==> src/rtl/dm_lsu.sv <==
// dm_lsu: byte/half/word load-store initiator with read-modify-write sub-word stores
module dm_lsu #(
  parameter int ADDR_W = 10
) (
  input  logic              clk,
  input  logic              rst,
  input  logic              req_valid,
  output logic              req_ready,
  input  logic              req_we,
  input  logic [1:0]        req_size,
  input  logic              req_unsigned,
  input  logic [31:0]       req_addr,
  input  logic [31:0]       req_wdata,
  output logic              rsp_valid,
  output logic [31:0]       rsp_rdata,
  output logic              rsp_err,
  output logic [ADDR_W-1:0] mem_addr,
  output logic [31:0]       mem_din,
  output logic              mem_dmwr,
  input  logic [31:0]       mem_dout
);
  typedef enum logic [1:0] {IDLE, RD, WR, RSP} state_t;
  state_t state_q, state_d;
  logic we_q, we_d, uns_q, uns_d, err_q, err_d;
  logic [1:0] size_q, size_d, off_q, off_d;
  logic [ADDR_W-1:0] idx_q, idx_d;
  logic [31:0] wdata_q, wdata_d, word_q, word_d;
  logic bad;
  logic [31:0] merged, ext;
  logic [7:0] b;
  logic [15:0] h;
  logic unused;
  assign unused = ^req_addr[31:ADDR_W+2];
  always_comb begin
    state_d = state_q;
    we_d    = we_q;
    uns_d   = uns_q;
    err_d   = err_q;
    size_d  = size_q;
    off_d   = off_q;
    idx_d   = idx_q;
    wdata_d = wdata_q;
    word_d  = word_q;
    bad = req_size == 2'b11 || (req_size == 2'b01 && req_addr[0]) ||
          (req_size == 2'b10 && req_addr[1:0] != 2'b00);
    unique case (state_q)
      IDLE: if (req_valid) begin
        we_d    = req_we;
        uns_d   = req_unsigned;
        size_d  = req_size;
        off_d   = req_addr[1:0];
        idx_d   = req_addr[ADDR_W+1:2];
        wdata_d = req_wdata;
        err_d   = bad;
        state_d = bad ? RSP : (req_we && req_size == 2'b10) ? WR : RD;
      end
      RD: begin
        word_d  = mem_dout;
        state_d = we_q ? WR : RSP;
      end
      WR:      state_d = RSP;
      default: state_d = IDLE;
    endcase
    merged = word_q;
    if (size_q == 2'b10) merged = wdata_q;
    else if (size_q == 2'b01) merged[{off_q[1], 4'b0000} +: 16] = wdata_q[15:0];
    else merged[{off_q, 3'b000} +: 8] = wdata_q[7:0];
    b   = word_q[{off_q, 3'b000} +: 8];
    h   = off_q[1] ? word_q[31:16] : word_q[15:0];
    ext = size_q == 2'b00 ? {{24{b[7] & ~uns_q}}, b} :
          size_q == 2'b01 ? {{16{h[15] & ~uns_q}}, h} : word_q;
    req_ready = state_q == IDLE;
    rsp_valid = state_q == RSP;
    rsp_err   = rsp_valid && err_q;
    rsp_rdata = (rsp_valid && !we_q && !err_q) ? ext : 32'h0;
    mem_addr  = idx_q;
    mem_din   = state_q == WR ? merged : 32'h0;
    mem_dmwr  = state_q == WR && rst;
  end
  always_ff @(posedge clk) begin
    if (!rst) begin
      state_q <= IDLE;
      we_q    <= 1'b0;
      uns_q   <= 1'b0;
      err_q   <= 1'b0;
      size_q  <= 2'b00;
      off_q   <= 2'b00;
      idx_q   <= '0;
      wdata_q <= 32'h0;
      word_q  <= 32'h0;
    end else begin
      state_q <= state_d;
      we_q    <= we_d;
      uns_q   <= uns_d;
      err_q   <= err_d;
      size_q  <= size_d;
      off_q   <= off_d;
      idx_q   <= idx_d;
      wdata_q <= wdata_d;
      word_q  <= word_d;
    end
  end
endmodule

==> config.mk <==
export PLATFORM = sky130hd
export DESIGN_NAME = dm_lsu
export DESIGN_NICKNAME = d
export VERILOG_FILES = /design/src/rtl/dm_lsu.sv
export SDC_FILE = /design/constraint.sdc
export NUM_CORES = 1
export LEC_CHECK = 0
export ABC_CLOCK_PERIOD_IN_PS = 3600
export CAP_MARGIN = 25
export CORE_ASPECT_RATIO = 1.75
export CORE_UTILIZATION = 46
export DETAILED_ROUTE_END_ITERATION = 16
export PLACE_DENSITY = 0.9
export REMOVE_ABC_BUFFERS = 1
export SLEW_MARGIN = 20
export SYNTH_ARGS = -nofsm -noshare
export SYNTH_HDL_FRONTEND = slang
export SYNTH_SLANG_ARGS = --single-unit
==> constraint.sdc <==
create_clock -name clk -period 3.6 [get_ports clk]
set_input_delay 0.36 -clock clk [delete_from_list [all_inputs] [get_ports clk]]
set_output_delay 0.36 -clock clk [all_outputs]
set_load 0.03 [all_outputs]
==> flow_summary.ini <==
[detailed_routing]
antenna_left = 0
wl_mm = 17.7
firstDrtPassIters = 5
via_count = 5707
drt_iter0_markers = 703
drc = 0
post_drt_wl_per_cell_microns = 19.3
avgViaCountPerCell = 6.24

[floorplanning]
start_util_pct = 47.2
dieArea_sq_um = 11800
die_w_microns = 82.7
io_pins = 181
die_height_microns = 143
coreArea_sq_um = 11100
rows = 51

[clock_network]
clk_pin_slew_worst_paths_ps = 60
cts_tree = yes
clkLatencyLatePin_ps = 350
clock-root-buffer = clkbuf_16
post_cts_buffers = 0
htreeDepth = 3
cts_buffers = 9
hold_buffers = 0
cts_buffer_depth = 2
cts.sinks = 83

[status]
status = completed

[worst_hold_path]
min-delay-start = mem_addr[3]
min_path_type = flop to flop

[global_routing]
track_usage_pct = 30.5
overflow = 0
grt_max_degree = 84
antenna_found_initial = 0
grt_pass1_vias = 5175
grt_pass1_wl_mm = 27.0

[cells_and_area]
fillers = 896
syn_to_final_growth_pct = 38.1
insertedDiodeCount = 0
drive_above_1_share_pct = 14.7
nets = 890
utilization_pct = 65.2

[synthesis]
netlist.top_cell.by_area = dfxtp_1
synthCells = 651
dominantRegCellSynth = dfxtp_1
synth_cell_types = 56
yosys-top-cells-count = nand2_1, dfxtp_1, a21oi_1
synthMostInstantiatedCell = nand2_1
synth_top_area_share_pct = 31.7
syn_area_sq_um = 5240
ys_ff_latch = 83
synth-edff-count = 0
yosysSeqAreaShare_pct = 31.7
synth_area_leaders = dfxtp_1, mux2i_1, nand2_1
syn_avg_cell_area_sq_um = 8.05
yosysWarnings = 0
ys_async_sr_fraction_pct = 0

[worst_setup_path]
critPathBufInv = 2
critPathMaxStageDelay_ps = 790
critPathKind = flop to output pin
critPathMaxFanout = 32
rrSetupSlack_ps = 1690
path_cells = buf_4 -> nand2b_1 -> o32ai_1 -> a2111oi_0 -> clkdlybuf4s50_1
end_kind = output pin
critical-path-slowest-cell = clkdlybuf4s50_1
cp_data_required_time_ps = 3240
reg2reg_from = state_q[0]
worstPathArrival_ps = 3080
critPathLaunchType = flop
worstSetupStartpoint = size_q[1]
critical_path.top_delay_family = buffers and inverters

[timing]
max_freq_mhz = 291
tns_ps = 0
grt_setup_unrepaired = false
finalMaxSlewViolations = 0
setup_ws_ps = 162
setup_viol = 0
clock_skew_ps = 6.85
final_hold_viol_count = 0
slew_headroom_pct = 40.9
min_period_over_period_pct = 95.5
hold_ws_ps = 452
min_period_ps = 3440
worst_slew_pin_slew_ps = 887

[power_and_ir_drop]
powerDensity_nw_per_um2 = 608
p_total_mw = 4.40
p_leak_nw = 2.50
ir_worst_vdd_mv = 0.372

[flow_run]
maxCapViolations = 0

[place]
detailedPlacementHpwl_mm = 12.5
place_congestion = 0.983
io_buffers = 160
dp_slack_ps = 457
[per-layer routing]
| layer | GRT usage (%) | wire (microns) | vias up |
|---|---|---|---|
| li1 | - | - | 2626 |
| met1 | 35.3 | 6170 | 2617 |
| met2 | 49.0 | 8680 | 383 |
| met3 | 6.90 | 1650 | 81 |
| met4 | 19.8 | 1170 | 0 |
| met5 | 0 | 0 | - |
[cell usage in the layout, fill, tap and decap left out, types with 9 or more instances in the layout]
cell / netlist / layout
a21oi_1: 68 / 68
a221oi_1: 9 / 9
a31oi_1: 16 / 16
clkbuf_16: 0 / 9
inv_1: 33 / 32
nor2_1: 57 / 57
dfxtp_1: 83 / 80
clkdlybuf4s50_1: 0 / 123
mux2i_1: 44 / 44
a2111oi_0: 21 / 21
nand2_1: 101 / 101
o21ai_0: 17 / 17
and3b_1: 9 / 9
buf_12: 0 / 16
a2111oi_2: 9 / 9
buf_4: 4 / 40
[flip-flops by register name, indices dropped and copies added, names as in the netlist]
signal    count
wdata_q      32
word_q       32
mem_addr     10
off_q         2
size_q        2
state_q       2
err_q         1
uns_q         1
we_q          1
[what timing repair did]
item | CTS | global route
endpoints found under the hold margin | 0 | 0
endpoints found under the setup margin | 0 | 11
resized for setup | 0 | 4
[report_power, final]
| group | total [mW] | internal, mW | switching (mW) |
|---|---|---|---|
| Clock | 0.848 | 0.467 | 0.381 |
| Combinational | 2.14 | 0.898 | 1.24 |
| Sequential | 1.41 | 1.11 | 0.301 |
| Total | 4.40 | 2.48 | 1.92 |
[final cells by class]
| cell class | instances | area [sq um] | area share, % |
|---|---|---|---|
| Inverter | 36 | 135 | 1.87 |
| Sequential cell | 83 | 1670 | 23.0 |
| Clock inverter | 4 | 27.5 | 0.380 |
| Clock buffer | 12 | 236 | 3.26 |
| Tap cell | 132 | 165 | 2.28 |
| Timing Repair Buffer | 179 | 1850 | 25.6 |
| Multi-Input combinational cell | 469 | 3160 | 43.6 |
[worst min-delay path, delay by kind of cell, from the launching register on]
family | cells | cell delay (ps)
and+or+nand+nor | 1 | 50
DFF | 1 | 310
AOI/OAI and AO/OA | 1 | 50
[cells by family after synthesis]
kind of cell    count (synthesis)  share of synthesized area [%]
buf+inv                        99                           8.28
compound gates                195                           27.2
mux                            53                           12.0
simple gates                  211                           18.4
flops                          83                           31.7
xor+xnor                        1                          0.167
fa+ha+maj                       9                           2.15
[final timing paths]
path,cells after the start,endpoint
worst max-delay path,5,rsp_rdata[14]
worst min-delay path,2,mem_addr[3]
worst max register to register,5,size_q[1]
worst min register to register,2,mem_addr[3]
[stage by stage]
stage	area, sq um	cells
2_1_floorplan	4940	588
3_3_place_gp	6950	898
3_5_place_dp	6950	898
4_1_cts	7210	914
5_1_grt	7240	915
6_report	7240	915
(Power assumes the default switching activity.)
